==> src/rtl/sha256_compress.sv <==
// SHA-256 compression round engine: one round per accepted W word,
// then folds the working variables into the chaining state H0..H7.
module sha256_compress #(
    parameter int ROUNDS = 64
) (
    input  logic         clk,
    input  logic         rst_n,
    input  logic         start,
    input  logic         first_block,
    input  logic         w_valid,
    input  logic [31:0]  w_data,
    output logic         w_ready,
    output logic         busy,
    output logic         done,
    output logic [255:0] digest
);

    typedef enum logic [2:0] {
        S_IDLE,
        S_LOAD,
        S_ROUND,
        S_FINAL,
        S_DONE
    } state_t;

    localparam logic [255:0] IV = {
        32'h6a09e667, 32'hbb67ae85, 32'h3c6ef372, 32'ha54ff53a,
        32'h510e527f, 32'h9b05688c, 32'h1f83d9ab, 32'h5be0cd19
    };
    localparam logic [5:0] LAST_T = 6'(ROUNDS - 1);

    state_t         state_q, state_d;
    logic [5:0]     t_q, t_d;
    logic [255:0]   work_q, work_d;
    logic [255:0]   h_q, h_d;
    logic           busy_q, busy_d;
    logic           done_q, done_d;

    logic [31:0] a, b, c, d, e, f, g, hh;
    logic [31:0] s0, s1, ch, maj, t1, t2;

    function automatic logic [31:0] rotr(input logic [31:0] x, input int n);
        return (x >> n) | (x << (32 - n));
    endfunction

    function automatic logic [31:0] k_rom(input logic [5:0] idx);
        logic [31:0] k;
        case (idx)
            6'd0:  k = 32'h428a2f98;
            6'd1:  k = 32'h71374491;
            6'd2:  k = 32'hb5c0fbcf;
            6'd3:  k = 32'he9b5dba5;
            6'd4:  k = 32'h3956c25b;
            6'd5:  k = 32'h59f111f1;
            6'd6:  k = 32'h923f82a4;
            6'd7:  k = 32'hab1c5ed5;
            6'd8:  k = 32'hd807aa98;
            6'd9:  k = 32'h12835b01;
            6'd10: k = 32'h243185be;
            6'd11: k = 32'h550c7dc3;
            6'd12: k = 32'h72be5d74;
            6'd13: k = 32'h80deb1fe;
            6'd14: k = 32'h9bdc06a7;
            6'd15: k = 32'hc19bf174;
            6'd16: k = 32'he49b69c1;
            6'd17: k = 32'hefbe4786;
            6'd18: k = 32'h0fc19dc6;
            6'd19: k = 32'h240ca1cc;
            6'd20: k = 32'h2de92c6f;
            6'd21: k = 32'h4a7484aa;
            6'd22: k = 32'h5cb0a9dc;
            6'd23: k = 32'h76f988da;
            6'd24: k = 32'h983e5152;
            6'd25: k = 32'ha831c66d;
            6'd26: k = 32'hb00327c8;
            6'd27: k = 32'hbf597fc7;
            6'd28: k = 32'hc6e00bf3;
            6'd29: k = 32'hd5a79147;
            6'd30: k = 32'h06ca6351;
            6'd31: k = 32'h14292967;
            6'd32: k = 32'h27b70a85;
            6'd33: k = 32'h2e1b2138;
            6'd34: k = 32'h4d2c6dfc;
            6'd35: k = 32'h53380d13;
            6'd36: k = 32'h650a7354;
            6'd37: k = 32'h766a0abb;
            6'd38: k = 32'h81c2c92e;
            6'd39: k = 32'h92722c85;
            6'd40: k = 32'ha2bfe8a1;
            6'd41: k = 32'ha81a664b;
            6'd42: k = 32'hc24b8b70;
            6'd43: k = 32'hc76c51a3;
            6'd44: k = 32'hd192e819;
            6'd45: k = 32'hd6990624;
            6'd46: k = 32'hf40e3585;
            6'd47: k = 32'h106aa070;
            6'd48: k = 32'h19a4c116;
            6'd49: k = 32'h1e376c08;
            6'd50: k = 32'h2748774c;
            6'd51: k = 32'h34b0bcb5;
            6'd52: k = 32'h391c0cb3;
            6'd53: k = 32'h4ed8aa4a;
            6'd54: k = 32'h5b9cca4f;
            6'd55: k = 32'h682e6ff3;
            6'd56: k = 32'h748f82ee;
            6'd57: k = 32'h78a5636f;
            6'd58: k = 32'h84c87814;
            6'd59: k = 32'h8cc70208;
            6'd60: k = 32'h90befffa;
            6'd61: k = 32'ha4506ceb;
            6'd62: k = 32'hbef9a3f7;
            default: k = 32'hc67178f2;
        endcase
        return k;
    endfunction

    assign {a, b, c, d, e, f, g, hh} = work_q;

    always_comb begin
        s0  = rotr(a, 2) ^ rotr(a, 13) ^ rotr(a, 22);
        s1  = rotr(e, 6) ^ rotr(e, 11) ^ rotr(e, 25);
        ch  = (e & f) ^ (~e & g);
        maj = (a & b) ^ (a & c) ^ (b & c);
        t1  = hh + s1 + ch + k_rom(t_q) + w_data;
        t2  = s0 + maj;
    end

    always_ff @(posedge clk) begin
        if (!rst_n) begin
            state_q <= S_IDLE;
            busy_q  <= 1'b0;
            done_q  <= 1'b0;
        end else begin
            state_q <= state_d;
            busy_q  <= busy_d;
            done_q  <= done_d;
        end
    end

    always_comb begin
        state_d = state_q;
        case (state_q)
            S_IDLE:  if (start) state_d = S_LOAD;
            S_LOAD:  state_d = S_ROUND;
            S_ROUND: if (w_valid && t_q == LAST_T) state_d = S_FINAL;
            S_FINAL: state_d = S_DONE;
            S_DONE:  state_d = S_IDLE;
            default: state_d = S_IDLE;
        endcase
    end

    // busy/done are registered from the next state so they line up with it
    always_comb begin
        w_ready = (state_q == S_ROUND);
        busy_d  = (state_d != S_IDLE);
        done_d  = (state_d == S_DONE);
    end

    always_comb begin
        work_d = work_q;
        t_d    = t_q;
        h_d    = h_q;
        case (state_q)
            S_IDLE: begin
                if (start && first_block) h_d = IV;
            end
            S_LOAD: begin
                work_d = h_q;
                t_d    = '0;
            end
            S_ROUND: begin
                if (w_valid) begin
                    work_d = {t1 + t2, a, b, c, d + t1, e, f, g};
                    t_d    = t_q + 6'd1;
                end
            end
            S_FINAL: begin
                for (int i = 0; i < 8; i++) begin
                    h_d[32*i +: 32] = h_q[32*i +: 32] + work_q[32*i +: 32];
                end
            end
            default: ;
        endcase
    end

    always_ff @(posedge clk) begin
        if (!rst_n) begin
            t_q    <= '0;
            work_q <= '0;
            h_q    <= IV;
        end else begin
            t_q    <= t_d;
            work_q <= work_d;
            h_q    <= h_d;
        end
    end

    assign busy   = busy_q;
    assign done   = done_q;
    assign digest = h_q;

endmodule
==> config.mk <==
export PLATFORM = sky130hd
export DESIGN_NAME = sha256_compress
export DESIGN_NICKNAME = d
export VERILOG_FILES = /design/src/rtl/sha256_compress.sv
export SDC_FILE = /design/constraint.sdc
export NUM_CORES = 2
export LEC_CHECK = 0
export BUFFER_PORTS_ARGS = -buffer_cell sky130_fd_sc_hd__buf_2
export CELL_PAD_IN_SITES_DETAIL_PLACEMENT = 1
export CELL_PAD_IN_SITES_GLOBAL_PLACEMENT = 1
export CORE_MARGIN = 2
export CORE_UTILIZATION = 45
export DETAILED_ROUTE_END_ITERATION = 16
export PLACE_DENSITY = 0.9
export REMOVE_ABC_BUFFERS = 1
export SYNTH_ARGS = -nofsm -noshare
export SYNTH_HDL_FRONTEND = slang
export SYNTH_SLANG_ARGS = --single-unit
==> constraint.sdc <==
create_clock -name clk -period 13.8 [get_ports clk]
set_input_delay 2.76 -clock clk [delete_from_list [all_inputs] [get_ports clk]]
set_output_delay 2.76 -clock clk [all_outputs]
set_load 0.02 [all_outputs]
==> results_tabular.tex <==
\begin{tabular}{lr}
\hline
Metric & Value \\
\hline
\multicolumn{2}{l}{\textbf{Outcome}} \\
\quad Result of the run & completed \\
\multicolumn{2}{l}{\textbf{Synthesis}} \\
\quad Prevailing post-synth register cell & sky130\_fd\_sc\_hd\_\_dfxtp\_1 \\
\quad Leading area contributor after synthesis & sky130\_fd\_sc\_hd\_\_dfxtp\_1 \\
\quad Sequential cell area fraction in the yosys report & between 20\% and 30\% \\
\quad Number of distinct standard cells referenced by the synthesized netlist & 82 \\
\quad Post-synthesis instance total & 5660 \\
\quad Largest cells by area after synthesis & sky130\_fd\_sc\_hd\_\_dfxtp\_1, sky130\_fd\_sc\_hd\_\_ha\_1, sky130\_fd\_sc\_hd\_\_nand2\_1 \\
\quad Average footprint of a synthesized cell & 7.79 sq um \\
\quad Synth Register Bits & 555 \\
\quad Number of synthesized flops with an enable pin & 0 \\
\quad Syn Std Cell Area & 44100 sq um \\
\quad Async SR Flop Fraction & 0\% \\
\quad Warnings, synthesis & 0 \\
\quad Proportion of netlist area held by the largest area contributor & 25.2\% \\
\multicolumn{2}{l}{\textbf{Floorplanning}} \\
\quad Number of rows in the core area & 114 \\
\quad Die boundary width & $\sim$320 um \\
\quad Total Die Area & 101000 sq um \\
\quad Effective utilization at floorplan & between 40\% and 50\% \\
\quad I/O Pins & roughly 300 \\
\quad Y dimension of the die & about 320 um \\
\quad Area of the placeable core & about 97000 sq um \\
\multicolumn{2}{l}{\textbf{Min path}} \\
\quad Launch point of the worst hold path & digest[185]\$\_SDFFE\_PN0P\_ \\
\quad Worst min path class & register to register \\
\quad Min-Delay Endpoint & digest[185]\$\_SDFFE\_PN0P\_ \\
\quad Hold Path Stages & 2 \\
\multicolumn{2}{l}{\textbf{GRT}} \\
\quad Initial antenna violation count & 4 \\
\quad Largest net degree at the start of global routing & 110 \\
\quad Vias in the first global route & 46400 \\
\quad Wire length of the first global-routing pass & 282000 um \\
\quad GRT Util Overall & 36.3\% \\
\quad Total congestion overflow after global routing & 0 \\
\multicolumn{2}{l}{\textbf{Clock tree}} \\
\quad Root Buffer Master & sky130\_fd\_sc\_hd\_\_clkbuf\_16 \\
\quad Maximum level of the CTS H-tree & 3 \\
\quad Max clock buf depth & 3 \\
\quad Number of hold buffers added after CTS & 0 \\
\quad Number of buffers inserted to repair setup after CTS & 0 \\
\quad CTS sink cnt & about 560 \\
\quad TritonCTS clock tree & done \\
\quad Clock latency on the worst-skew pair & 0.67 ns \\
\quad Total of cells resized after clock tree synthesis & 0 \\
\quad Clock transition at path regs & 0.06 ns \\
\quad CTS buffer count & 73 \\
\multicolumn{2}{l}{\textbf{Timing}} \\
\quad Post-route clock skew & 0.0292 ns \\
\quad Finish-stage setup viols & 0 \\
\quad Portion of the clock cycle consumed by the worst path in the final layout & roughly two thirds \\
\quad Worst slew margin & 5.98\% \\
\quad Maximum clock frequency & 0.107 GHz \\
\quad Minimum clock period after layout & 9.36 ns \\
\quad Final worst-path setup slack & between 4 and 5 ns \\
\quad RSZ-0062 raised after global routing & no \\
\quad Slew at the pin with the worst max-slew slack & $\sim$1.4 ns \\
\quad Final Hold Vio Count & 0 \\
\quad Final-report max-slew violation count & 0 \\
\multicolumn{2}{l}{\textbf{Final layout}} \\
\quad Layout area overhead & 10.8\% \\
\quad Most frequent cells in the layout & sky130\_fd\_sc\_hd\_\_nand2\_1, sky130\_fd\_sc\_hd\_\_dfxtp\_1, sky130\_fd\_sc\_hd\_\_nor2\_1, sky130\_fd\_sc\_hd\_\_a21oi\_1, sky130\_fd\_sc\_hd\_\_ha\_1 \\
\quad Fillers & around 12000 \\
\quad Fraction of layout cells with a size suffix above 1 & a little under a tenth \\
\quad Final standard cell utilization of the core & between 50\% and 60\% \\
\quad Count of inserted antenna diode cells & 0 \\
\quad Total number of nets in the final design & 6266 \\
\quad Most common library cell in the layout ignoring fill and taps & sky130\_fd\_sc\_hd\_\_nand2\_1 \\
\multicolumn{2}{l}{\textbf{Detailed routing}} \\
\quad Drt wl/cell & 26.6 um \\
\quad DRT Pass-1 Iters & 6 \\
\quad Final wirelength & 188000 um \\
\quad Remaining antenna violation count & 0 \\
\quad Remaining DRCs & 0 \\
\quad Initial DRC count & 4435 \\
\quad Via/cell ratio & 6.47 \\
\quad Total number of vias & 45700 \\
\multicolumn{2}{l}{\textbf{Placed design}} \\
\quad \# port buffers & 295 \\
\quad Post-Place Setup Slack & 3.93 ns \\
\quad Routability-driven placement congestion ratio & just under 1 \\
\quad Dpl hpwl & 135000 um \\
\multicolumn{2}{l}{\textbf{Power}} \\
\quad Relative contribution of sequential cells to total power & between 10\% and 20\% \\
\quad Pwr/cell area & between 200 and 250 nW/um\^{}2 \\
\quad Largest voltage drop on the vdd net & 0.000174 V \\
\quad Clock Power Share & about a fifth \\
\quad Portion of total power attributed to combinational logic & 61.6\% \\
\quad Net load switching power & 4890 uW \\
\quad Switching portion of total power & 47.9\% \\
\quad Static Leakage & about 0.022 uW \\
\quad Int Pwr & between 5000 and 6000 uW \\
\multicolumn{2}{l}{\textbf{Critical path}} \\
\quad Slack of the worst reg-to-reg path & between 5 and 6 ns \\
\quad Number of buffers and inverters on the critical path & 5 \\
\quad Endpoint class of the critical path & register \\
\quad Cell with the biggest individual delay on the critical path & sky130\_fd\_sc\_hd\_\_fa\_1 \\
\quad Stage delay of the slowest cell on the critical path & 0.56 ns \\
\quad Worst reg2reg path depth & 28 \\
\quad Delay-heaviest family, CP & compound AO/OA/AOI/OAI gates \\
\quad Largest fanout on the critical path & 7 \\
\quad Worst EP arrival & between 9 and 10 ns \\
\quad R2r endpoint & work\_q[255]\$\_SDFFE\_PN0P\_ \\
\quad Worst reg2reg path startpoint & work\_q[122]\$\_SDFFE\_PN0P\_ \\
\quad Type of origin of the critical path & primary input \\
\quad Required time at the endpoint of the critical path & 14.32 ns \\
\quad CP most frequent cell & sky130\_fd\_sc\_hd\_\_a21o\_1 \\
\quad Setup CP Type & primary input to register \\
\multicolumn{2}{l}{\textbf{Run}} \\
\quad Max-cap violation count & 0 \\
\hline
\end{tabular}
[through the flow]
stage | power (uW) | instances | setup TNS, ns | hold WS, ns | area [sq um]
2_1_floorplan | 6430 | 5308 | -2088.75 | 0.481 | 42800
3_3_place_gp | 7680 | 6939 | 0 | 0.484 | 46400
3_5_place_dp | 7960 | 6939 | 0 | 0.499 | 46400
4_1_cts | 10100 | 7070 | 0 | 0.514 | 48900
5_1_grt | 10800 | 7070 | 0 | 0.528 | 48900
6_report | 10200 | 7070 | 0 | 0.514 | 48900
[layer usage]
layer / GRT usage [%] / up-vias / share of wire, %
li1: - / 20200 / -
met1: 45.9 / 22700 / 40
met2: 57.3 / 2231 / 45
met5: 0 / - / 0
met3: 8.05 / 563 / 9.4
met4: 20.5 / 0 / 5.8
[layout make-up]
| cell class | instances | area [sq um] | share of cell area (%) |
|---|---|---|---|
| multi-input cells | 4429 | 30500 | 62.4 |
| flip-flops and latches | 555 | 11100 | 22.7 |
| clock buffers | 105 | 2110 | 4.31 |
| repair buffers | 355 | 1960 | 4.01 |
| well taps | 1276 | 1600 | 3.27 |
| inverters | 324 | 1230 | 2.52 |
| clock inverters | 26 | 352 | 0.719 |
[synthesized netlist by cell type (38+ instances only)]
library cell and n:
sky130_fd_sc_hd__nor3_1 79, sky130_fd_sc_hd__a22oi_1 59, sky130_fd_sc_hd__o22ai_1 79, sky130_fd_sc_hd__inv_1 318
sky130_fd_sc_hd__nand2b_1 54, sky130_fd_sc_hd__fa_1 133, sky130_fd_sc_hd__a21oi_1 451, sky130_fd_sc_hd__nor2_1 473
sky130_fd_sc_hd__o21ai_0 319, sky130_fd_sc_hd__nor2b_1 38, sky130_fd_sc_hd__o211ai_1 44, sky130_fd_sc_hd__o211a_1 101
sky130_fd_sc_hd__ha_1 358, sky130_fd_sc_hd__clkbuf_1 318, sky130_fd_sc_hd__xor2_1 152, sky130_fd_sc_hd__xnor2_1 267
sky130_fd_sc_hd__a21o_1 163, sky130_fd_sc_hd__a311oi_1 128, sky130_fd_sc_hd__nand3_1 194, sky130_fd_sc_hd__a211oi_1 43
sky130_fd_sc_hd__dfxtp_1 555, sky130_fd_sc_hd__o21a_1 47, sky130_fd_sc_hd__nand2_1 760
[kinds of logic after synthesis]
family,count (synthesis),synth area share [%]
AOI/OAI and AO/OA,1697,25.7
xor gates and xnor gates,419,8.32
adders and majority gates,512,16.7
buffers and inverters,676,5.76
DFF,555,25.2
muxes,40,0.930
and+or+nand+nor,1761,17.4
[power groups by stage]
| stage | Combinational (uW) | Sequential [uW] | Clock [uW] |
|---|---|---|---|
| 2_1_floorplan | 4580 | 1850 | 0 |
| 3_3_place_gp | 5770 | 1910 | 0 |
| 3_5_place_dp | 6050 | 1910 | 0 |
| 4_1_cts | 6160 | 1880 | 2040 |
| 5_1_grt | 6840 | 1890 | 2110 |
| 6_report | 6290 | 1890 | 2040 |
[state kept, by name, indices dropped and copies added, names as in the netlist, named ones only]
name     cells
t_q          6
work_q     256
busy         1
digest     256
state_q      3
done         1
[worst max-delay path by stage]
stage                    from  depth (start not counted)                       end  slack (ns)
floorplan             w_valid                         10                  register      -10.12
global placement    w_data[9]                         31  work_q[255]$_SDFFE_PN0P_        4.15
detailed placement  w_data[2]                         32  work_q[255]$_SDFFE_PN0P_        3.93
CTS                 w_data[9]                         31  work_q[255]$_SDFFE_PN0P_        4.56
global route        w_data[2]                         32  work_q[255]$_SDFFE_PN0P_        4.09
finish              w_data[9]                         31  work_q[255]$_SDFFE_PN0P_        4.44
[worst register-to-register path: cells and delay by family, from the launching register on]
family | cells | cell delay [ns]
compound gates | 10 | 2.19
xor+xnor | 5 | 1.35
fa+ha+maj | 6 | 2.42
buf+inv | 3 | 0.21
flops | 1 | 0.81
simple gates | 4 | 0.79
Note: power is estimated with default switching activity, not from simulation.
